$ cat config.mk
export PLATFORM = sky130hd
export DESIGN_NAME = srt_div_scheduler
export DESIGN_NICKNAME = d
export VERILOG_FILES = /design/src/rtl/srt_div_pkg.sv /design/src/rtl/srt_div_scheduler_rr_arbiter.sv /design/src/rtl/srt_div_scheduler.sv
export SDC_FILE = /design/constraint.sdc
export NUM_CORES = 1
export LEC_CHECK = 0
export BUFFER_PORTS_ARGS = -buffer_cell sky130_fd_sc_hd__buf_2
export CAP_MARGIN = 20
export CELL_PAD_IN_SITES_DETAIL_PLACEMENT = 1
export CELL_PAD_IN_SITES_GLOBAL_PLACEMENT = 1
export CORE_ASPECT_RATIO = 0.6
export CORE_MARGIN = 2
export CORE_UTILIZATION = 32
export DETAILED_ROUTE_END_ITERATION = 8
export GPL_TIMING_DRIVEN = 0
export HOLD_SLACK_MARGIN = 0.02
export PLACE_DENSITY = 0.92
export SYNTH_ARGS = -nofsm -noshare
export SYNTH_HDL_FRONTEND = slang
export SYNTH_SLANG_ARGS = --single-unit
export TNS_END_PERCENT = 50
$ cat constraint.sdc
create_clock -name clk -period 2.5 [get_ports clk]
set_clock_uncertainty 0.2 [all_clocks]
set_input_delay 0.5 -clock clk [delete_from_list [all_inputs] [get_ports clk]]
set_output_delay 0.5 -clock clk [all_outputs]
set_load 0.01 [all_outputs]
$ cat src/rtl/srt_div_pkg.sv
// Shared types and constants for the SRT divider scheduler.
// Latency: n/a (declarations only).
// Backpressure: n/a.
// Contents: FSM state enum, FP32/quotient widths, default timeout, pointer helper.
package srt_div_pkg;

  localparam int FP32_W      = 32;
  localparam int QUO_W       = 24;
  localparam int DEF_TIMEOUT = 64;

  typedef enum logic [1:0] {
    IDLE  = 2'd0,
    ISSUE = 2'd1,
    WAIT  = 2'd2,
    RESP  = 2'd3
  } state_e;

  // Round-robin successor of requester g among n requesters.
  function automatic int rr_next(input int g, input int n);
    return (g + 1 >= n) ? 0 : g + 1;
  endfunction

endpackage

$ cat src/rtl/srt_div_scheduler_rr_arbiter.sv
// Round-robin pick: first asserted request at or after ptr, wrapping modulo NREQ.
// Latency: purely combinational.
// Backpressure: none; the caller decides whether the grant is consumed.
// Ports: req (request vector), ptr (search start) -> gnt (one-hot), idx (binary), any.
module rr_arbiter #(
  parameter  int NREQ  = 2,
  localparam int IDX_W = $clog2(NREQ)
) (
  input  logic [NREQ-1:0]  req,
  input  logic [IDX_W-1:0] ptr,
  output logic [NREQ-1:0]  gnt,
  output logic [IDX_W-1:0] idx,
  output logic             any
);

  // One spare bit so ptr+offset can exceed NREQ before the wrap subtraction.
  logic [IDX_W:0] cand;

  always_comb begin
    gnt  = '0;
    idx  = '0;
    any  = 1'b0;
    cand = '0;
    for (int off = 0; off < NREQ; off++) begin
      cand = {1'b0, ptr} + (IDX_W + 1)'(off);
      if (cand >= (IDX_W + 1)'(NREQ)) begin
        cand = cand - (IDX_W + 1)'(NREQ);
      end
      if (!any && req[cand[IDX_W-1:0]]) begin
        any                    = 1'b1;
        idx                    = cand[IDX_W-1:0];
        gnt[cand[IDX_W-1:0]]   = 1'b1;
      end
    end
  end

endmodule

$ cat src/rtl/srt_div_scheduler.sv
// Shares one iterative FP32 SRT divider core among NREQ requesters, round-robin.
// Latency: accept T -> core_start T+1; core_done D -> resp_valid D+1; timeout resp at start+TIMEOUT+1.
// Backpressure: one op in flight; response held until the winner's resp_ready, no grants meanwhile.
// Ports: req_* (per-requester request channel), resp_* (per-requester response channel,
//        shared result/err), core_* (start/done handshake to the divider core), busy.
module srt_div_scheduler
  import srt_div_pkg::*;
#(
  parameter int NREQ    = 2,
  parameter int TIMEOUT = DEF_TIMEOUT
) (
  input  logic                     clk,
  input  logic                     rst,
  input  logic [NREQ-1:0]          req_valid,
  output logic [NREQ-1:0]          req_ready,
  input  logic [FP32_W*NREQ-1:0]   req_dividend,
  input  logic [FP32_W*NREQ-1:0]   req_divisor,
  output logic [NREQ-1:0]          resp_valid,
  input  logic [NREQ-1:0]          resp_ready,
  output logic [QUO_W-1:0]         resp_result,
  output logic                     resp_err,
  output logic                     core_start,
  output logic [FP32_W-1:0]        core_dividend,
  output logic [FP32_W-1:0]        core_divisor,
  input  logic                     core_done,
  input  logic [QUO_W-1:0]         core_result,
  output logic                     busy
);

  localparam int IDX_W = $clog2(NREQ);
  localparam int CNT_W = $clog2(TIMEOUT + 1);

  state_e            state_q,  state_d;
  logic [IDX_W-1:0]  rr_ptr_q, rr_ptr_d;
  logic [IDX_W-1:0]  gnt_q,    gnt_d;
  logic [FP32_W-1:0] dvd_q,    dvd_d;
  logic [FP32_W-1:0] dvs_q,    dvs_d;
  logic [QUO_W-1:0]  res_q,    res_d;
  logic              err_q,    err_d;
  logic [CNT_W-1:0]  cnt_q,    cnt_d;

  logic [NREQ-1:0]   arb_gnt;
  logic [IDX_W-1:0]  arb_idx;
  logic              arb_any;
  logic              accept_ok;

  rr_arbiter #(.NREQ(NREQ)) u_arb (
    .req (req_valid),
    .ptr (rr_ptr_q),
    .gnt (arb_gnt),
    .idx (arb_idx),
    .any (arb_any)
  );

  // Gate with rst so no handshake can complete while the block is being reset.
  assign accept_ok = (state_q == IDLE) && rst;

  always_comb begin
    state_d  = state_q;
    rr_ptr_d = rr_ptr_q;
    gnt_d    = gnt_q;
    dvd_d    = dvd_q;
    dvs_d    = dvs_q;
    res_d    = res_q;
    err_d    = err_q;
    cnt_d    = cnt_q;
    unique case (state_q)
      IDLE: begin
        if (accept_ok && arb_any) begin
          gnt_d   = arb_idx;
          dvd_d   = req_dividend[FP32_W*int'(arb_idx) +: FP32_W];
          dvs_d   = req_divisor[FP32_W*int'(arb_idx) +: FP32_W];
          state_d = ISSUE;
        end
      end
      ISSUE: begin
        cnt_d   = '0;
        state_d = WAIT;
      end
      WAIT: begin
        // cnt_q counts completed WAIT cycles; the cycle where it would reach
        // TIMEOUT is the last one, and a done in that same cycle still wins.
        if (core_done) begin
          res_d   = core_result;
          err_d   = 1'b0;
          state_d = RESP;
        end else if (cnt_q == CNT_W'(TIMEOUT - 1)) begin
          res_d   = '0;
          err_d   = 1'b1;
          state_d = RESP;
        end else begin
          cnt_d = cnt_q + CNT_W'(1);
        end
      end
      RESP: begin
        if (resp_ready[gnt_q]) begin
          rr_ptr_d = IDX_W'(rr_next(int'(gnt_q), NREQ));
          state_d  = IDLE;
        end
      end
      default: state_d = IDLE;
    endcase
  end

  always_ff @(posedge clk) begin
    if (!rst) begin
      state_q  <= IDLE;
      rr_ptr_q <= '0;
      gnt_q    <= '0;
      dvd_q    <= '0;
      dvs_q    <= '0;
      res_q    <= '0;
      err_q    <= 1'b0;
      cnt_q    <= '0;
    end else begin
      state_q  <= state_d;
      rr_ptr_q <= rr_ptr_d;
      gnt_q    <= gnt_d;
      dvd_q    <= dvd_d;
      dvs_q    <= dvs_d;
      res_q    <= res_d;
      err_q    <= err_d;
      cnt_q    <= cnt_d;
    end
  end

  assign req_ready     = accept_ok ? arb_gnt : '0;
  assign resp_valid    = (state_q == RESP) ? (NREQ'(1) << gnt_q) : '0;
  assign resp_result   = res_q;
  assign resp_err      = err_q;
  assign core_start    = (state_q == ISSUE);
  assign core_dividend = dvd_q;
  assign core_divisor  = dvs_q;
  assign busy          = (state_q != IDLE);

endmodule

==> impl_metrics.env <==
export IMPL_status="complete, no violations"
export IMPL_grt_pass1_wl_mm=21.4
export IMPL_dr_pass1_iters=4
export IMPL_holdCritStartpoint="core_result[19]"
export IMPL_layout_drive_gt1_share_pct=48.9
export IMPL_n_fill_cell=1640
export IMPL_multiInputGateArea_sq_um=2240
export IMPL_worst_ep_arrival_time_ns=1.56
export IMPL_synth_top_area_share_pct=44.8
export IMPL_relSlewSlack_pct=52.2
export IMPL_fmax_ghz=0.443
export IMPL_ios=254
export IMPL_tightest_slew_ns=0.716
export IMPL_critical_path_required_ns=1.80
export IMPL_cpPeakStageDelay_ns=0.35
export IMPL_drt_wl_total_mm=14.5
export IMPL_period_share_pct=90.4
export IMPL_min_path_cells=2
export IMPL_htreeDepth=3
export IMPL_port_buffers=253
export IMPL_syn_area_per_cell_sq_um=10.4
export IMPL_clockBufferDepth=2
export IMPL_syn_inst=428
export IMPL_drc=0
export IMPL_top_layer="met4"
export IMPL_finalHoldViolations=0
export IMPL_synthArstFlopShare_pct=0
export IMPL_grt_setup_unrepaired="no"
export IMPL_slew_violations=0
export IMPL_powerDensity_nw_per_um2=859
export IMPL_path_class="register to primary output"
export IMPL_holdBufCountCts=0
export IMPL_post_cts_setup_buffer_count=0
export IMPL_path_cells="inv_1 > ha_1 > nand2_1 > a211oi_1 > buf_2"
export IMPL_synth_common_cells="100 x dfxtp_1, 73 x nor2_1, 66 x mux2i_1"
export IMPL_synth_seq_cells=100
export IMPL_post_cts_resized=0
export IMPL_fin_setup_tns_ns=0
export IMPL_worstReg2RegStart="state_q[0]"
export IMPL_m1WireLength_mm=6.48
export IMPL_crit_path_max_fanout=4
export IMPL_hold_class="primary input to register"
export IMPL_worst_setup_path_start_kind="register"
export IMPL_avgViaCountPerCell=4.90
export IMPL_grt_max_degree=17
export IMPL_whs_ns=0.172
export IMPL_leakage_nw=3.18
export IMPL_clk_latency_ns=0.34
export IMPL_antenna_left=0
export IMPL_fp_coreArea_sq_um=13600
export IMPL_overflow=0
export IMPL_worstSetupEndpointType="primary output"
export IMPL_diodes=0
export IMPL_grt_use_total_pct=18.4
export IMPL_holdPathEnd="resp_result[19]"
export IMPL_antenna_found_initial=0
export IMPL_fp_row_count=33
export IMPL_setup_viol=0
export IMPL_synth_area_leaders="dfxtp_1 45%, mux2i_1 15%, a211oi_2 12%, nor2_1 6.1%, a22o_1 4.7%"
export IMPL_drv_cap=0
export IMPL_wl_met2_mm=6.80
export IMPL_ir_drop_uv=333
export IMPL_synthDistinctLibCells=39
export IMPL_yosysWarnings=0
export IMPL_fin_nets=857
export IMPL_hpwl_mm=11.6
export IMPL_synth_edf_count=0
export IMPL_die_area_sq_um=14900
export IMPL_wl_met3_mm=1.00
export IMPL_die_h_um=95.5
export IMPL_syn_nets=593
export IMPL_wl_per_cell_um=16.6
export IMPL_period_needed_ns=2.26
export IMPL_clk_pin_slew_ns=0.07
export IMPL_area_growth_pct=40.1
export IMPL_regArea_sq_um=2000
export IMPL_timing_rr_end="cnt_q[5]"
export IMPL_reg2reg_depth=6
export IMPL_start_util_pct=32.8
export IMPL_gp_congestion=0.747
export IMPL_grt_pass1_vias=4222
export IMPL_via_count=4276
export IMPL_ys_seq_area_share_pct=44.8
export IMPL_cts_tree="yes"
export IMPL_cpMaxStageDelayCell="dfxtp_1"
export IMPL_cts_inserted_buffers=9
export IMPL_drt_iter0_drc=96
export IMPL_clock_sinks=100
export IMPL_syn_area_sq_um=4470
export IMPL_reg2reg_slack_ns=0.43
export IMPL_synth_ff_type="dfxtp_1"
export IMPL_synth_most_common_cell="dfxtp_1"
export IMPL_root_buffer="clkbuf_16"
export IMPL_synth_top_area_cell="dfxtp_1"
export IMPL_die_width_um=157
worst max-delay path by stage:
stage / start / to / slack [ns] / cells past startpoint
after floorplan: req_valid[0] / req_ready[1] / 0.73 / 5
after global placement: rst / rr_ptr_q / 0.24 / 5
after detailed placement: rst / cnt_q[0] / 0.20 / 5
after CTS: rr_ptr_q / req_ready[1] / 0.19 / 5
after global routing: rr_ptr_q / req_ready[1] / 0.13 / 5
final: state_q[0] / req_ready[0] / 0.24 / 5
sequential cells by signal, indices dropped and copies added (netlist names):
name / count
core_dividend: 32
core_divisor: 32
resp_result: 24
cnt_q: 7
state_q: 2
gnt_q: 1
resp_err: 1
rr_ptr_q: 1
metrics by stage:
stage	power [mW]	worst slack (ns)	cells	utilization, %	instance area, sq um
6_report	5.37	0.240	872	45.9	6250
5_1_grt	5.70	0.127	872	45.9	6250
4_1_cts	5.44	0.191	872	45.9	6250
3_5_place_dp	4.01	0.198	856	43.7	5950
3_3_place_gp	3.93	0.239	856	43.7	5950
2_1_floorplan	3.27	0.730	428	-	4470
worst max-delay path: cells and delay by family (launching register included):
family	cells	cell delay [ns]
AND/OR/NAND/NOR	1	0.13
adder cells (fa/ha/maj)	1	0.22
flip-flops	1	0.35
buffers and inverters	2	0.29
AO/OA/AOI/OAI	1	0.24
where the power goes:
group,internal [mW],switching [mW]
Combinational,0.794,1.10
Clock,0.808,0.615
Sequential,1.89,0.165
layer usage:
metal | vias up | global-route usage [%]
li1 | 2087 | -
met1 | 2019 | 22.2
met2 | 154 | 32.1
met3 | 16 | 5.95
met4 | 0 | 4.51
met5 | - | 0
kinds of logic after synthesis:
kind of cell	synth area share [%]
adders and majority gates	1.68
buffers and inverters	4.99
DFF	44.8
AOI/OAI and AO/OA	24.3
and+or+nand+nor	9.36
muxes	14.8
cell type report:
cell class / instances / area share (%)
repair buffers: 253 / 20.2
clock inverters: 5 / 0.980
inverters: 7 / 0.420
plain buffers: 34 / 3.14
flip-flops and latches: 100 / 32.0
multi-input cells: 287 / 35.8
well taps: 175 / 3.50
clock buffers: 11 / 3.88
layout by cell type (no fill, tap or decap), types with 4 or more instances in the layout:
cell type  Yosys  final
a211oi_1      23     23
a211oi_2      43     43
a21oi_1        7      7
a22o_1        24     24
buf_2         13    266
buf_4          4      4
buf_6          5      5
clkbuf_1       9     10
clkbuf_16      0      9
dfxtp_1      100    100
ha_1           6      6
inv_1          4      4
mux2i_1       66     66
nand2_1       13     13
nor2_1        73     73
o21ai_0        4      4
Note: power is estimated with default switching activity, not from simulation.
